File: src/rtl/ps2_key_ctrl.sv
`default_nettype none
// ============================================================================
//  Module      : ps2_key_ctrl
//  Description : Scan-code controller that sits behind the PS/2 receiver FIFO.
//                It pops bytes with the ready / nextdata_n handshake, decodes
//                the set-2 prefixes (0xE0 = extended, 0xF0 = break), and emits
//                one key event for each complete sequence. It also tracks the
//                held key, a wrapping key-press counter, a saturating
//                dropped-byte counter and a sticky overflow flag.
//  Options     : `define PS2_KEY_REPEAT_FILTER_EN to suppress typematic
//                auto-repeat make events for the key that is already held.
//  Revision    : 1.0  initial release
// ============================================================================
module ps2_key_ctrl #(
  parameter int CNT_W = 8,
  parameter int ERR_W = 4
) (
  input  logic             i_clk,
  input  logic             i_rst,
  input  logic [7:0]       i_data,
  input  logic             i_ready,
  input  logic             i_overflow,
  output logic             o_nextdata_n,
  output logic             o_key_valid,
  output logic             o_key_make,
  output logic             o_key_ext,
  output logic [7:0]       o_key_code,
  output logic             o_key_held,
  output logic [7:0]       o_held_code,
  output logic [CNT_W-1:0] o_press_cnt,
  output logic [ERR_W-1:0] o_err_cnt,
  output logic             o_ovf_seen
);

  // --------------------------------------------------------------------------
  // Constants
  // --------------------------------------------------------------------------
  localparam logic [1:0] ST_IDLE   = 2'd0;
  localparam logic [1:0] ST_POP    = 2'd1;
  localparam logic [1:0] ST_DECODE = 2'd2;

  localparam logic [7:0] C_PFX_EXT = 8'hE0;
  localparam logic [7:0] C_PFX_BRK = 8'hF0;
  localparam logic [7:0] C_BAD_LO  = 8'h00;
  localparam logic [7:0] C_BAD_HI  = 8'hFF;

  localparam logic [ERR_W-1:0] C_ERR_MAX = {ERR_W{1'b1}};
  localparam logic [CNT_W-1:0] C_CNT_ONE = CNT_W'(1);
  localparam logic [ERR_W-1:0] C_ERR_ONE = ERR_W'(1);

  // --------------------------------------------------------------------------
  // State and registers
  // --------------------------------------------------------------------------
  logic [1:0]       state_q,      state_d;
  logic [7:0]       byte_q,       byte_d;
  logic             nextdata_n_q, nextdata_n_d;
  logic             ext_q,        ext_d;
  logic             brk_q,        brk_d;
  logic             key_valid_q,  key_valid_d;
  logic             key_make_q,   key_make_d;
  logic             key_ext_q,    key_ext_d;
  logic [7:0]       key_code_q,   key_code_d;
  logic             key_held_q,   key_held_d;
  logic [7:0]       held_code_q,  held_code_d;
  logic             held_ext_q,   held_ext_d;
  logic [CNT_W-1:0] press_cnt_q,  press_cnt_d;
  logic [ERR_W-1:0] err_cnt_q,    err_cnt_d;
  logic             ovf_seen_q,   ovf_seen_d;

  // Decode helpers
  logic same_as_held;   // latched code/ext matches the currently held key
  logic suppress_make;  // make event to be swallowed as auto-repeat

  // The latched byte names the same physical key as the one being held.
  assign same_as_held = key_held_q &&
                        (byte_q == held_code_q) &&
                        (ext_q  == held_ext_q);

  // Auto-repeat filter: only active when the build enables it.
  always_comb begin
`ifdef PS2_KEY_REPEAT_FILTER_EN
    suppress_make = same_as_held;
`else
    suppress_make = 1'b0;
`endif
  end

  // --------------------------------------------------------------------------
  // FSM state register
  // --------------------------------------------------------------------------
  // State register; reset abandons any pop in flight.
  always_ff @(posedge i_clk) begin
    if (i_rst) begin
      state_q <= ST_IDLE;
    end else begin
      state_q <= state_d;
    end
  end

  // --------------------------------------------------------------------------
  // FSM next-state logic
  // --------------------------------------------------------------------------
  // Fixed IDLE -> POP -> DECODE -> IDLE walk, gated only by FIFO ready.
  always_comb begin
    state_d = state_q;
    case (state_q)
      ST_IDLE: begin
        if (i_ready) begin
          state_d = ST_POP;
        end
      end
      ST_POP: begin
        state_d = ST_DECODE;
      end
      ST_DECODE: begin
        state_d = ST_IDLE;
      end
      default: begin
        state_d = ST_IDLE;
      end
    endcase
  end

  // --------------------------------------------------------------------------
  // FSM output / datapath logic
  // --------------------------------------------------------------------------
  // Computes the next value of every registered output and internal flag.
  // The pop strobe is produced one cycle ahead so that the registered copy
  // is low exactly while the FSM sits in POP.
  always_comb begin
    byte_d       = byte_q;
    nextdata_n_d = 1'b1;
    ext_d        = ext_q;
    brk_d        = brk_q;
    key_valid_d  = 1'b0;
    key_make_d   = key_make_q;
    key_ext_d    = key_ext_q;
    key_code_d   = key_code_q;
    key_held_d   = key_held_q;
    held_code_d  = held_code_q;
    held_ext_d   = held_ext_q;
    press_cnt_d  = press_cnt_q;
    err_cnt_d    = err_cnt_q;
    ovf_seen_d   = ovf_seen_q | i_overflow;

    case (state_q)
      ST_IDLE: begin
        // Capture the FIFO head and strobe the pop for the following cycle.
        if (i_ready) begin
          byte_d       = i_data;
          nextdata_n_d = 1'b0;
        end
      end

      ST_DECODE: begin
        case (byte_q)
          C_PFX_EXT: begin
            ext_d = 1'b1;
          end
          C_PFX_BRK: begin
            brk_d = 1'b1;
          end
          C_BAD_LO, C_BAD_HI: begin
            // Receiver error / buffer-overrun codes: drop and restart the
            // sequence so a stale prefix cannot attach to the next key.
            ext_d = 1'b0;
            brk_d = 1'b0;
            if (err_cnt_q != C_ERR_MAX) begin
              err_cnt_d = err_cnt_q + C_ERR_ONE;
            end
          end
          default: begin
            // Final code: sequence complete, prefixes are consumed.
            ext_d = 1'b0;
            brk_d = 1'b0;
            if (!brk_q) begin
              if (!suppress_make) begin
                key_valid_d = 1'b1;
                key_make_d  = 1'b1;
                key_ext_d   = ext_q;
                key_code_d  = byte_q;
                key_held_d  = 1'b1;
                held_code_d = byte_q;
                held_ext_d  = ext_q;
                press_cnt_d = press_cnt_q + C_CNT_ONE;
              end
            end else begin
              key_valid_d = 1'b1;
              key_make_d  = 1'b0;
              key_ext_d   = ext_q;
              key_code_d  = byte_q;
              // Only releasing the held key itself clears the held state;
              // the last held code stays visible for downstream logic.
              if (same_as_held) begin
                key_held_d = 1'b0;
              end
            end
          end
        endcase
      end

      default: begin
        // POP: strobe already issued; nothing else changes.
      end
    endcase
  end

  // --------------------------------------------------------------------------
  // Output and datapath registers
  // --------------------------------------------------------------------------
  // Registers for the datapath; reset clears everything and idles the strobe.
  always_ff @(posedge i_clk) begin
    if (i_rst) begin
      byte_q       <= 8'h00;
      nextdata_n_q <= 1'b1;
      ext_q        <= 1'b0;
      brk_q        <= 1'b0;
      key_valid_q  <= 1'b0;
      key_make_q   <= 1'b0;
      key_ext_q    <= 1'b0;
      key_code_q   <= 8'h00;
      key_held_q   <= 1'b0;
      held_code_q  <= 8'h00;
      held_ext_q   <= 1'b0;
      press_cnt_q  <= '0;
      err_cnt_q    <= '0;
      ovf_seen_q   <= 1'b0;
    end else begin
      byte_q       <= byte_d;
      nextdata_n_q <= nextdata_n_d;
      ext_q        <= ext_d;
      brk_q        <= brk_d;
      key_valid_q  <= key_valid_d;
      key_make_q   <= key_make_d;
      key_ext_q    <= key_ext_d;
      key_code_q   <= key_code_d;
      key_held_q   <= key_held_d;
      held_code_q  <= held_code_d;
      held_ext_q   <= held_ext_d;
      press_cnt_q  <= press_cnt_d;
      err_cnt_q    <= err_cnt_d;
      ovf_seen_q   <= ovf_seen_d;
    end
  end

  // --------------------------------------------------------------------------
  // Port mapping
  // --------------------------------------------------------------------------
  assign o_nextdata_n = nextdata_n_q;
  assign o_key_valid  = key_valid_q;
  assign o_key_make   = key_make_q;
  assign o_key_ext    = key_ext_q;
  assign o_key_code   = key_code_q;
  assign o_key_held   = key_held_q;
  assign o_held_code  = held_code_q;
  assign o_press_cnt  = press_cnt_q;
  assign o_err_cnt    = err_cnt_q;
  assign o_ovf_seen   = ovf_seen_q;

endmodule
`default_nettype wire

File: config.mk
export PLATFORM = sky130hd
export DESIGN_NAME = ps2_key_ctrl
export DESIGN_NICKNAME = d
export VERILOG_FILES = /design/src/rtl/ps2_key_ctrl.sv
export SDC_FILE = /design/constraint.sdc
export NUM_CORES = 1
export LEC_CHECK = 0
export ABC_AREA = 1
export BUFFER_PORTS_ARGS = -buffer_cell sky130_fd_sc_hd__buf_4
export CORE_MARGIN = 4
export CORE_UTILIZATION = 44
export DETAILED_ROUTE_END_ITERATION = 10
export PLACE_DENSITY = 0.71
export SLEW_MARGIN = 10
export SYNTH_ARGS = -nofsm -noshare
export SYNTH_HDL_FRONTEND = slang
export SYNTH_SLANG_ARGS = --single-unit
export TNS_END_PERCENT = 20
File: constraint.sdc
create_clock -name i_clk -period 1.95 [get_ports i_clk]
set_input_delay 0.2925 -clock i_clk [delete_from_list [all_inputs] [get_ports i_clk]]
set_output_delay 0.2925 -clock i_clk [all_outputs]
set_load 0.1 [all_outputs]
==> impl_metrics.ini, run 1 <==
[die]
die-width_um = 78.6
initial_core_util = 0.458
fp.dieH_um = 78.6
floorplan.die_area_mm2 = 0.00617
core-area_mm2 = 0.00479
pin_count = 46
rows = 25

[sta]
finalCriticalPeriod_ps = 1680
timing.fmax_mhz = 594
max_slew_margin = 0.712
worst_slew_pin_slew_ps = 431
slew_violations = 0
finalSetupViolations = 0
finalCritPeriodShare = 0.863
fin_skew_ps = 8.62
tns_ps = 0
fin_ws_ps = 267
rsz0062_at_grt = no
hold_viol = 0

[setup_path]
required_ps = 2180
worstSetupPathType = flop to flop
reg2reg_slack_ps = 270
path_max_fanout = 22
crit_path_end_kind = flop
crit_arrival_ps = 1910
cp-start-kind = flop

[cts]
cts_num_sinks = 47
clock_latency_ps = 300
cts_inserted_buffers = 5
htreeDepth = 2
cts_tree = built
post-cts-setup-buffers = 0
root_buffer = clkbuf_8
hold_buffers = 0
cts_resized = 0
clkTransAtPathRegs_ps = 90
clock_path_buffers = 2

[placement]
dp_hpwl_um = 3400
port_buffers = 45
pre_cts_slack_ps = 294
dp_cells = 391
placed_cell_area_mm2 = 0.00257
place_congestion = 0.841

[grt]
track_usage = 0.162
grt_pass1_vias = 1803
grt_use_met2 = 0.244
busiest_layer = met2
overflow = 0
grt_first_pass_wirelength_um = 8160
gr-usage-met3 = 0.0344
antenna_found_initial = 0
grt_max_degree = 29
grt_util_met1 = 0.230

[yosys]
synth_top_family_by_area = simple AND/OR/NAND/NOR gates
yosys_register_bits = 47
synth-adder-area-share = 0.0114
yosysWarnings = 0
synth-compound-area-share = 0.154
synth_xor_area_frac = 0.0320
avgSynthCellArea_um2 = 7.69
syn_inst = 285
synth-simple-area-share = 0.292
syn_area_mm2 = 0.00219
synth_cell_type_count = 30
synth_nets = 299
synth_seq_area_share = 0.429
synthMuxAreaShare = 0

[run]
max-cap-violations = 0

[detailed_routing]
routed_wl_um = 4640
num_vias = 1912
ant_nets = 0
first_iter_violations = 92
viasPerCell = 4.79
first_pass_iters = 4
drc = 0
wl_per_cell_um = 11.6

[finish]
final_cells = 399
finish.utilization = 0.556
seq_area_um2 = 943
drive_gt1_frac = 0.274
fillers = 491
finalNetCount = 345
n_antenna_cell = 0
area_growth_pct = 21.5
final_area_mm2 = 0.00266
layout_commonest_cell = nand2_1
multi_input_area_mm2 = 0.00107
layout_common_cells = nand2_1, buf_4, dfxtp_1

[pwr]
cellPowerDensity_mw_per_mm2 = 731
peakVddDrop_mv = 0.459
p_leak_nw = 1.08

[min_path]
min_path_type = input port to flop

[run_status]
status = completed
-- final timing paths --
check	from	end	cells past startpoint
hold / removal	i_overflow	o_ovf_seen	3
hold reg to reg	state_q[1]	state_q[1]	1
setup / recovery	byte_q[0]	o_press_cnt[3]	9
setup reg to reg	byte_q[0]	o_press_cnt[3]	9
-- metrics by stage --
stage               hold slack [ps]  total power [mW]
floorplan                       412              1.32
detailed placement              434              1.39
finish                          205              1.95
global route                    228              2.05
global placement                428              1.39
CTS                             203              1.97
-- cell usage after synthesis --
library cell  count  area [um2]
a21oi_1          29         145
nor2_8            1        20.0
nand2_8           1        20.0
xnor2_1           5        43.8
a21boi_0          1        7.51
nor2_4            2        22.5
nand2_1          58         218
nand3_2           1        10.0
nand2_2          11        68.8
buf_4             1        7.51
ha_1              2        25.0
nand3_1          27         135
inv_2             2        7.51
dfxtp_1          47         941
xor2_1            3        26.3
buf_1             1        3.75
clkbuf_1          5        18.8
clkinv_1          1        3.75
inv_1            25        93.8
nor3_1            4        20.0
o21ai_4           1        16.3
a21oi_2          10        87.6
nor2_2            2        12.5
o21ai_0          15        75.1
nand3_4           1        17.5
buf_12            1        20.0
nand4_1           1        6.26
o21ai_1           1        5.00
buf_6             2        22.5
nor2_1           24        90.1
-- logic make-up (layout without fill, tap and decap cells) --
logic type / count (synthesis) / after routing
compound gates: 57 / 57
simple gates: 133 / 133
buf+inv: 38 / 85
fa+ha+maj: 2 / 2
xor+xnor: 8 / 8
flops: 47 / 47
-- power by group --
group          total (mW)  switching [mW]  leakage (nW)  internal, mW
logic               0.342           0.252         0.653        0.0902
registers            1.03          0.0339         0.383         0.994
clock network       0.576           0.327        0.0402         0.250
-- registers in the layout (all words and copies together), names as in the netlist --
name          flops
brk_q             1
state_q           2
held_ext_q        1
o_key_ext         1
ext_q             1
o_press_cnt       8
o_err_cnt         4
o_key_code        8
o_held_code       8
o_key_valid       1
byte_q            8
o_nextdata_n      1
o_ovf_seen        1
o_key_make        1
o_key_held        1
-- worst max-delay path, cell delays in order (launching register included) --
cell and delay (ps):
dfxtp_1 440, inv_2 90, nand2_1 90, nor2_2 60
nand2_2 80, nand3_4 100, nor2_8 290, buf_4 230
nand3_1 70, a21oi_1 150
-- layer usage --
| layer | vias to the layer above | part of all wire | wire (um) |
|---|---|---|---|
| met4 | 0 | 0.012 | 57 |
| met2 | 41 | 0.43 | 1990 |
| li1 | 1020 | - | - |
| met3 | 7 | 0.050 | 233 |
| met5 | - | 0 | 0 |
| met1 | 844 | 0.51 | 2350 |
-- cell type report --
class / instances / area share
repair buffers: 49 / 0.138
well taps: 67 / 0.0315
clock buffers: 5 / 0.0259
inverters: 28 / 0.0395
clock inverters: 3 / 0.00752
flip-flops and latches: 47 / 0.354
multi-input cells: 200 / 0.403
Note: power is estimated with default switching activity, not from simulation.
==> run 2, diff against run 1 <==
--- a/config.mk
+++ b/config.mk
@@ -10,6 +10,7 @@
 export CORE_MARGIN = 4
 export CORE_UTILIZATION = 44
 export DETAILED_ROUTE_END_ITERATION = 10
+export MAX_ROUTING_LAYER = met4
 export PLACE_DENSITY = 0.71
 export SLEW_MARGIN = 10
 export SYNTH_ARGS = -nofsm -noshare
==> run 2 against run 1 <==
Combinational power barely moved. First-iteration DRC count unchanged. Utilization did not move. Critical path depth stayed put. Sequential share of layout area did not move. Critical path type unchanged. Register-to-register slack about the same. Critical endpoint unchanged. Largest cell class unchanged. Setup slack unchanged. Wire length about the same. Clock-buffer cell count is the same. Non-clock buffer count is the same. Flip-flop and latch count unchanged.
==> impl_metrics.ini, run 2 (synthesized netlist as in run 1, its figures left out) <==
[sta]
worst_slew_pin_slew_ps = 431
finalCriticalPeriod_ps = 1680
finalCritPeriodShare = 0.863
fin_skew_ps = 8.62
rsz0062_at_grt = no
max_slew_margin = 0.712
hold_viol = 0
slew_violations = 0
tns_ps = 0
fin_hold_ws_ps = 205
timing.fmax_mhz = 594
finalSetupViolations = 0

[grt]
grt_pass1_vias = 1804
grt_first_pass_wirelength_um = 8150
overflow = 0
antenna_found_initial = 0
track_usage = 0.167
grt_max_degree = 29

[pwr]
cellPowerDensity_mw_per_mm2 = 731
p_leak_nw = 1.08
peakVddDrop_mv = 0.459

[die]
rows = 25
core-area_mm2 = 0.00479
pin_count = 46
die-width_um = 78.6
initial_core_util = 0.458
floorplan.die_area_mm2 = 0.00617
fp.dieH_um = 78.6

[cts]
root_buffer = clkbuf_8
clkTransAtPathRegs_ps = 90
cts_resized = 0
cts_num_sinks = 47
hold_buffers = 0
cts_inserted_buffers = 5
cts_tree = built
clock_path_buffers = 2
clock_latency_ps = 300
htreeDepth = 2
post-cts-setup-buffers = 0

[detailed_routing]
viasPerCell = 4.79
routed_wl_um = 4640
drc = 0
first_iter_violations = 92
wl_per_cell_um = 11.6
first_pass_iters = 4
ant_nets = 0
num_vias = 1912

[run_status]
status = completed

[setup_path]
reg2reg_slack_ps = 270
r2r_cells = 9
required_ps = 2180
worstSetupPathType = flop to flop
path_max_fanout = 22
worstPathCellList = inv_2, nand2_1, nor2_2, nand2_2, nand3_4, nor2_8, buf_4, nand3_1, a21oi_1
crit_path_end_kind = flop
cp-start-kind = flop
slowest_delay_ps = 440
crit_arrival_ps = 1910
crit_slowest_cell = dfxtp_1

[finish]
fillers = 491
drive_gt1_frac = 0.274
area_growth_pct = 21.5
layout_commonest_cell = nand2_1
n_antenna_cell = 0
final_cells = 399
multi_input_area_mm2 = 0.00107
seq_area_um2 = 943
finalNetCount = 345
layout_common_cells = nand2_1, buf_4, dfxtp_1

[placement]
port_buffers = 45
dp_cells = 391
place_congestion = 0.855
dp_hpwl_um = 3400

[min_path]
min_path_type = input port to flop
holdPathStages = 3

[run]
max-cap-violations = 0
run 2: cell counts in the layout (fill, tap and decap cells not counted):
Identical to the previous run, type by type.
run 2: routing by layer:
metal  GRT usage  routed length [um]
met5           -                   0
met4      0.0524                  61
met3      0.0344                 233
met2       0.244                1990
met1       0.230                2350
run 2: power breakdown:
group	switching, mW	internal [mW]
combinational	0.252	0.0902
clock	0.327	0.250
sequential	0.0339	0.994
run 2: per-stage QoR:
| stage | area, um2 | power, mW | worst slack (ps) | utilization |
|---|---|---|---|---|
| after floorplan | 2190 | 1.32 | 47.4 | - |
| after global placement | 2570 | 1.39 | 331 | 0.538 |
| after detailed placement | 2570 | 1.39 | 294 | 0.538 |
| after CTS | 2660 | 1.97 | 264 | 0.556 |
| after global routing | 2660 | 2.05 | 100 | 0.556 |
| final | 2660 | 1.95 | 267 | 0.556 |
run 2: final cells by class:
type | instances | share of cell area
multi-input combinational | 200 | 0.403
clock inverter | 3 | 0.00752
timing repair buffer | 49 | 0.138
sequential | 47 | 0.354
clock buffer | 5 | 0.0259
tap | 67 | 0.0315
inverter | 28 | 0.0395
run 2: final timing paths:
path | end | startpoint
worst max register to register | o_press_cnt[3] | byte_q[0]
worst min register to register | state_q[1] | state_q[1]
worst min-delay path | o_ovf_seen | i_overflow
worst max-delay path | o_press_cnt[3] | byte_q[0]
run 2: critical path, delay by kind of cell (launching register included):
kind,cells,cell delay [ps]
AO/OA/AOI/OAI,1,150
buffers and inverters,2,320
flip-flops,1,440
AND/OR/NAND/NOR,6,690
